--- config.mk ---
export PLATFORM = sky130hd
export DESIGN_NAME = sap_controller
export DESIGN_NICKNAME = d
export VERILOG_FILES = /design/src/rtl/sap_pkg.sv /design/src/rtl/sap_ring_counter.sv /design/src/rtl/sap_controller.sv
export SDC_FILE = /design/constraint.sdc
export NUM_CORES = 1
export LEC_CHECK = 0
export ABC_AREA = 1
export CORE_ASPECT_RATIO = 0.9
export CORE_MARGIN = 2
export CORE_UTILIZATION = 33
export CTS_CLUSTER_DIAMETER = 200
export DETAILED_ROUTE_END_ITERATION = 8
export PLACE_DENSITY = 0.81
export SLEW_MARGIN = 5
export SYNTH_ARGS = -nofsm -noshare
export SYNTH_HDL_FRONTEND = slang
export SYNTH_SLANG_ARGS = --single-unit
--- constraint.sdc ---
create_clock -name clk -period 0.9 [get_ports clk]
set_input_delay 0.135 -clock clk [delete_from_list [all_inputs] [get_ports clk]]
set_output_delay 0.135 -clock clk [all_outputs]
set_load 0.03 [all_outputs]
--- src/rtl/sap_pkg.sv ---
// Shared definitions for the SAP-1 controller: opcodes, T-state encodings,
// control-word bit positions and the opcode classifier.
package sap_pkg;

    localparam logic [3:0] OP_LDA = 4'b0000;
    localparam logic [3:0] OP_ADD = 4'b0001;
    localparam logic [3:0] OP_SUB = 4'b0010;
    localparam logic [3:0] OP_OUT = 4'b1110;
    localparam logic [3:0] OP_HLT = 4'b1111;

    localparam int T_W = 6;
    localparam logic [T_W-1:0] T1 = 6'b000001;
    localparam logic [T_W-1:0] T2 = 6'b000010;
    localparam logic [T_W-1:0] T3 = 6'b000100;
    localparam logic [T_W-1:0] T4 = 6'b001000;
    localparam logic [T_W-1:0] T5 = 6'b010000;
    localparam logic [T_W-1:0] T6 = 6'b100000;

    localparam int CW_W         = 12;
    localparam int CW_PC_INC    = 0;
    localparam int CW_PC_EN     = 1;
    localparam int CW_MAR_LATCH = 2;
    localparam int CW_RAM_EN    = 3;
    localparam int CW_IR_LATCH  = 4;
    localparam int CW_IR_EN     = 5;
    localparam int CW_A_LATCH   = 6;
    localparam int CW_A_EN      = 7;
    localparam int CW_B_LATCH   = 8;
    localparam int CW_ALU_EN    = 9;
    localparam int CW_ALU_SUB   = 10;
    localparam int CW_OUT_LATCH = 11;

    typedef logic [CW_W-1:0] ctrl_word_t;

    typedef enum logic [2:0] {
        INS_LDA,
        INS_ADD,
        INS_SUB,
        INS_OUT,
        INS_HLT,
        INS_NOP
    } instr_kind_t;

    function automatic instr_kind_t decode_op(input logic [3:0] op);
        instr_kind_t kind;
        case (op)
            OP_LDA:  kind = INS_LDA;
            OP_ADD:  kind = INS_ADD;
            OP_SUB:  kind = INS_SUB;
            OP_OUT:  kind = INS_OUT;
            OP_HLT:  kind = INS_HLT;
            default: kind = INS_NOP;
        endcase
        return kind;
    endfunction

endpackage

--- src/rtl/sap_ring_counter.sv ---
// One-hot T-state ring counter with enable, synchronous reset and an
// early-return request that sends the ring straight back to T1.
module sap_ring_counter
    import sap_pkg::*;
(
    input  logic           clk,
    input  logic           reset,
    input  logic           en,
    input  logic           early_ret,
    output logic [T_W-1:0] t_state
);

    logic [T_W-1:0] t_state_q;
    logic [T_W-1:0] t_state_d;

    always_comb begin
        t_state_d = t_state_q;
        if (en) begin
            if (early_ret || t_state_q[T_W-1]) begin
                t_state_d = T1;
            end else begin
                t_state_d = {t_state_q[T_W-2:0], 1'b0};
            end
        end
    end

    always_ff @(posedge clk) begin
        if (reset) begin
            t_state_q <= T1;
        end else begin
            t_state_q <= t_state_d;
        end
    end

    assign t_state = t_state_q;

endmodule

--- src/rtl/sap_controller.sv ---
// SAP-1 sequencer: decodes opcode and T-state into the per-cycle control word,
// and freezes the ring in T4 once HLT executes until the next reset.
module sap_controller
    import sap_pkg::*;
#(
    parameter bit SHORT_CYCLE = 1'b0
) (
    input  logic           clk,
    input  logic           reset,
    input  logic           run,
    input  logic [3:0]     instr,
    output logic [T_W-1:0] t_state,
    output logic           halted,
    output logic           pc_inc,
    output logic           pc_en,
    output logic           mar_latch,
    output logic           ram_en,
    output logic           ir_latch,
    output logic           ir_en,
    output logic           a_latch,
    output logic           a_en,
    output logic           b_latch,
    output logic           alu_en,
    output logic           alu_sub,
    output logic           out_latch
);

    logic        halted_q;
    logic        halted_d;
    instr_kind_t kind;
    logic        active;
    logic        halt_now;
    logic        advance;
    logic        early_ret;
    ctrl_word_t  ctrl;

    assign kind     = decode_op(instr);
    assign active   = run && !halted_q;
    assign halt_now = active && t_state[3] && (kind == INS_HLT);
    assign advance  = active && !halt_now;

    // Short-cycle exit points: the last T-state that carries any control.
    assign early_ret = SHORT_CYCLE && ((t_state[2] && kind == INS_NOP) ||
                                       (t_state[3] && kind == INS_OUT) ||
                                       (t_state[4] && kind == INS_LDA));

    sap_ring_counter u_ring (
        .clk       (clk),
        .reset     (reset),
        .en        (advance),
        .early_ret (early_ret),
        .t_state   (t_state)
    );

    always_comb begin
        halted_d = halted_q;
        if (halt_now) begin
            halted_d = 1'b1;
        end
    end

    always_ff @(posedge clk) begin
        if (reset) begin
            halted_q <= 1'b0;
        end else begin
            halted_q <= halted_d;
        end
    end

    // Reset is included in the gate so no partial pulse escapes during the reset cycle.
    always_comb begin
        ctrl = '0;
        if (!reset && active) begin
            if (t_state[0]) begin
                ctrl[CW_PC_EN]     = 1'b1;
                ctrl[CW_MAR_LATCH] = 1'b1;
            end else if (t_state[1]) begin
                ctrl[CW_PC_INC]    = 1'b1;
            end else if (t_state[2]) begin
                ctrl[CW_RAM_EN]    = 1'b1;
                ctrl[CW_IR_LATCH]  = 1'b1;
            end else if (t_state[3]) begin
                if (kind == INS_LDA || kind == INS_ADD || kind == INS_SUB) begin
                    ctrl[CW_IR_EN]     = 1'b1;
                    ctrl[CW_MAR_LATCH] = 1'b1;
                end else if (kind == INS_OUT) begin
                    ctrl[CW_A_EN]      = 1'b1;
                    ctrl[CW_OUT_LATCH] = 1'b1;
                end
            end else if (t_state[4]) begin
                if (kind == INS_LDA) begin
                    ctrl[CW_RAM_EN]  = 1'b1;
                    ctrl[CW_A_LATCH] = 1'b1;
                end else if (kind == INS_ADD || kind == INS_SUB) begin
                    ctrl[CW_RAM_EN]  = 1'b1;
                    ctrl[CW_B_LATCH] = 1'b1;
                end
            end else if (t_state[5]) begin
                if (kind == INS_ADD || kind == INS_SUB) begin
                    ctrl[CW_ALU_EN]  = 1'b1;
                    ctrl[CW_A_LATCH] = 1'b1;
                end
            end
            // Subtract select held across T4..T6 so the ALU has settled by T6.
            if ((kind == INS_SUB) && (t_state[3] || t_state[4] || t_state[5])) begin
                ctrl[CW_ALU_SUB] = 1'b1;
            end
        end
    end

    assign halted    = halted_q;
    assign pc_inc    = ctrl[CW_PC_INC];
    assign pc_en     = ctrl[CW_PC_EN];
    assign mar_latch = ctrl[CW_MAR_LATCH];
    assign ram_en    = ctrl[CW_RAM_EN];
    assign ir_latch  = ctrl[CW_IR_LATCH];
    assign ir_en     = ctrl[CW_IR_EN];
    assign a_latch   = ctrl[CW_A_LATCH];
    assign a_en      = ctrl[CW_A_EN];
    assign b_latch   = ctrl[CW_B_LATCH];
    assign alu_en    = ctrl[CW_ALU_EN];
    assign alu_sub   = ctrl[CW_ALU_SUB];
    assign out_latch = ctrl[CW_OUT_LATCH];

endmodule

==> impl_results.md, run 1 <==
- Outcome: aborted with a tool error
- Stopping stage: global routing (5_1_grt)
- First Error: [ERROR DPL-0038] Utilization greater than 100%, impossible to legalize
- I/O pins: 26
- Die height: 40.44 microns
- DP HPWL: 1500 microns
- Worst EP Category: top-level output
- Yosys top cell area share: 28.79%
- Row Count: 13
- Die width: 44.48 microns
- Synth area leaders: dfxtp_1, nand2_1, nor2_1
- Placed Instances: 146
- Starting utilization of the core area: 34.39%
- Clk buf depth: 2
- Seq/Total Area, Yosys: 28.79%
- #FFs+latches synth: 7
- Placed Area: 1030 sq um
- Ys flop type: dfxtp_1
- CTS sink count: 7
- # port buffers: 25
- Hold-fix buffers at CTS: 0
- H-tree Lvls: 1
- Cell count after synthesis: 81
- Synthesized net count: 88
- EDFF count, synth: 0
- CTS Buf Count: 3
- Synth warn: 0
- Root Driver: clkbuf_4
- Post-synthesis async set-or-reset flop share: 0%
- Netlist cell types: 15
- Synth area leader: dfxtp_1
- Worst endpoint, post-GRT repair: ram_en
- Synth cell count leaders: nand2_1, nor2_1, inv_1
- Mapped cell area: 486.7 sq um
- Synthesized area per cell: 6.009 sq um
- Pin count of the biggest net entering global routing: 7
- RD Place Congestion: 0.8118
stage by stage:
| step | util [%] | setup WS, ns | TNS (ns) |
|---|---|---|---|
| after CTS | 96.99 | -0.5946 | -9.184 |
| after detailed placement | 72.77 | -0.7170 | -11.19 |
| after global placement | 72.77 | -0.6730 | -10.54 |
| after floorplan | - | -0.5708 | -4.313 |
cell families after synthesis:
| kind of cell | count (synthesis) | share of synthesized area [%] |
|---|---|---|
| and+or+nand+nor | 50 | 45.50 |
| buffers and inverters | 13 | 10.80 |
| AOI/OAI and AO/OA | 11 | 14.91 |
| DFF | 7 | 28.79 |
what timing repair did:
action | in CTS
setup buffers | 10
gates resized for setup | 60
pin swaps | 15
setup endpoints to repair | 26
cloned | 1
==> run 2: changes to the inputs <==
--- a/config.mk
+++ b/config.mk
@@ -6,12 +6,10 @@
 export NUM_CORES = 1
 export LEC_CHECK = 0
 export ABC_AREA = 1
-export CORE_ASPECT_RATIO = 0.9
-export CORE_MARGIN = 2
-export CORE_UTILIZATION = 33
-export CTS_CLUSTER_DIAMETER = 200
+export CORE_AREA = 2 2 63 65
 export DETAILED_ROUTE_END_ITERATION = 8
-export PLACE_DENSITY = 0.81
+export DIE_AREA = 0 0 65 67
+export PLACE_DENSITY_LB_ADDON = 0.15
 export SLEW_MARGIN = 5
 export SYNTH_ARGS = -nofsm -noshare
 export SYNTH_HDL_FRONTEND = slang
==> constraint.sdc (replaced) <==
create_clock -name clk -period 1.2 [get_ports clk]
set_input_delay 0.18 -clock clk [delete_from_list [all_inputs] [get_ports clk]]
set_output_delay 0.18 -clock clk [all_outputs]
set_load 0.03 [all_outputs]
==> impl_results.md, run 2 <==
- Outcome: finished, violations left
- Failing checks: negative setup slack
- Clock share of power: 35.2%
- Post-route setup slack: -0.3171 ns
- Post-synthesis async set-or-reset flop share: 0% (unchanged)
- Crit path top cell by count: buf_6
- CP endpoint kind: output pin
- Final Hold Vio Count: 0
- EDFF count, synth: 0 (unchanged)
- Critical Path RT: 1.02 ns
- CP Max Fanout: 2
- Starting utilization of the core area: 13.50% (-21 points)
- Iter 0 DRT Violations: 22
- Synth cell count leaders: nand2_1, nor2_1, inv_1
- CTS clk-pin slew, worst paths: 0.04 ns
- Gr usage total: 9.078%
- Die height: 67 microns (+66%)
- Net Switching: 0.2965 mW
- Synthesized area per cell: 6.009 sq um (unchanged)
- Placed Area: 1011 sq um (-1.8%)
- RSZ-0062 raised after global routing: yes
- Row Count: 22 (+9)
- Synthesis-to-layout area growth: 155.5%
- Mapped cell area: 486.7 sq um (unchanged)
- Vias in the first global route: 728
- CTS sink count: 7 (unchanged)
- Die width: 65 microns (+46%)
- Switching share of power: 32.17%
- Post-Synth Simple-Gate Area: 45.50% (unchanged)
- Initial antenna violation count: 0
- Worst path cell trace: nor2_4, nand3_4, buf_6, inv_4, buf_6, nand2_4, a21oi_4, buf_6
- Crit start category: flop
- Data arrival, critical path: 1.34 ns
- Fin nets: 144
- Post-route ant nets: 0
- Proportion of synthesized area in mux cells: 0% (unchanged)
- Core ar.: 3606 sq um
- Ys flop type: dfxtp_1
- RD Place Congestion: 0.7667 (-5.6%)
- Clock Skews: 0.001225 ns
- HP Class: primary input to flop
- WL final: 1932 microns
- Yosys top cell area share: 28.79% (unchanged)
- Final min period: 1.517 ns
- Utilization after layout: 34.49%
- Worst-Skew Late Latency: 0.22 ns
- #FFs+latches synth: 7 (unchanged)
- DRC Markers: 0
- Max-Cap Viols: 0
- Share of layout cells above drive strength 1: 63.97%
- Via-to-Cell Ratio: 3.891
- DP HPWL: 1502 microns (+0.14%)
- Clk buf depth: 2 (unchanged)
- Total power: 0.9218 mW
- Synth area leader: dfxtp_1
- Synth warn: 0 (unchanged)
- Hold-fix buffers at CTS: 0 (unchanged)
- Synth area leaders: dfxtp_1, nand2_1, nor2_1
- Slew @ Worst Pin: 0.3489 ns
- Pwr dens: 741.2 nW/um^2
- Pin count of the biggest net entering global routing: 10
- Pre-CTS WS: -0.5221 ns (+0.1949 ns)
- Worst-path cell with the longest stage delay: dfxtp_4
- N_diodes: 0
- Critical Path Max Stage Delay: 0.34 ns
- P_int: 0.6253 mW
- Max-slew headroom: 76.56%
- Setup total negative slack: -2.840 ns
- Tcrit/Tclk final: 126.4%
- Leading cell type in the layout, fill and taps excluded: buf_4
- H-tree Lvls: 1 (unchanged)
- Max-slew violations: 0
- Synth Area in Adders: 0% (unchanged)
- Synthesized net count: 88 (unchanged)
- Root Driver: clkbuf_8
- CTS tree: done
- Number of flip-flops in the largest register: 6
- Combinational share of power: 35.9%
- CTS Buf Count: 3 (unchanged)
- Final setup fails: 12
- # port buffers: 25 (unchanged)
- Most frequent cells in the layout: buf_4, buf_6, nand2_1
- Post-synthesis compound-gate area fraction: 14.91% (unchanged)
- Static leakage: 0.5377 nW
- Die area: 4355 sq um
- Post-synthesis xor/xnor area fraction: 0% (unchanged)
- Worst vdd ir: 272.4 uV
- CP Class: flop to output pin
- Main combinational cell family by area after synthesis: simple AND/OR/NAND/NOR gates
- Maximum clock frequency: 0.6592 GHz
- I/O pins: 26 (unchanged)
- Design Area, Final: 1244 sq um
- Netlist cell types: 15 (unchanged)
- Routed wire per std cell: 10.50 microns
- Sequential power share: 28.8%
- First-pass GRT wire length: 3001 microns
- Pre-Repair DR Iteration Count: 4
- Cell count after synthesis: 81 (unchanged)
- GRT overflow: 0
- Seq/Total Area, Yosys: 28.79% (unchanged)
- Via count: 716
run 2: cell counts after synthesis:
Identical to the previous run, type by type.
run 2: final cells by class:
class | count | area, sq um
inverter | 12 | 47.55
clock buffer | 4 | 45.04
sequential | 7 | 156.4
fill | 399 | 2362
multi-input combinational | 62 | 484.2
timing repair buffer | 51 | 450.4
tap | 48 | 60.06
run 2: logic make-up (layout without fill, tap and decap cells):
kind of cell,count (synthesis),count (layout)
flip-flops,7,7
AO/OA/AOI/OAI,11,12
buffers and inverters,13,67
AND/OR/NAND/NOR,50,50
run 2: stage by stage:
stage,instances,hold slack [ns]
finish,184,0.3800
global route,184,0.4038
CTS,182,0.3857
detailed placement,173,0.5511
global placement,173,0.5401
floorplan,81,0.2351
run 2: worst max-delay path: cells and delay by family, from the launching register on:
kind | cells | cell delay (ns)
buffers and inverters | 4 | 0.41
DFF | 1 | 0.34
AOI/OAI and AO/OA | 1 | 0.12
and+or+nand+nor | 3 | 0.24
run 2: path summary, 6_finish.rpt:
| check | end | start | slack [ns] | cells past startpoint |
|---|---|---|---|---|
| max | ram_en | halted | -0.32 | 8 |
| min | u_ring.t_state[5] | reset | 0.38 | 3 |
| max reg2reg | u_ring.t_state[2] | u_ring.t_state[3] | 0.05 | 6 |
| min reg2reg | u_ring.t_state[4] | u_ring.t_state[3] | 0.55 | 2 |
run 2: what timing repair did:
action,4_1_cts,5_1_grt
hold endpoints to repair,0,0
setup buffers,5,1
endpoints found under the setup margin,17,16
gates cloned,0,1
gates resized for setup,36,6
pin swaps,10,5
run 2: routing by layer:
| metal | up-vias | GRT usage [%] | routed length (microns) |
|---|---|---|---|
| li1 | 371 | - | - |
| met1 | 325 | 9.567 | 786 |
| met2 | 18 | 17.01 | 1033 |
| met3 | 2 | 0.6757 | 85 |
| met4 | 0 | 6.383 | 27 |
| met5 | - | 0 | 0 |
run 2: power by group through the flow:
| stage | logic [mW] | registers, mW | clock network [mW] |
|---|---|---|---|
| 6_report | 0.331 | 0.266 | 0.325 |
| 5_1_grt | 0.357 | 0.268 | 0.353 |
| 4_1_cts | 0.317 | 0.265 | 0.338 |
| 3_5_place_dp | 0.282 | 0.269 | 0 |
| 3_3_place_gp | 0.281 | 0.268 | 0 |
| 2_1_floorplan | 0.115 | 0.300 | 0 |
Note: power is estimated with default switching activity, not from simulation.
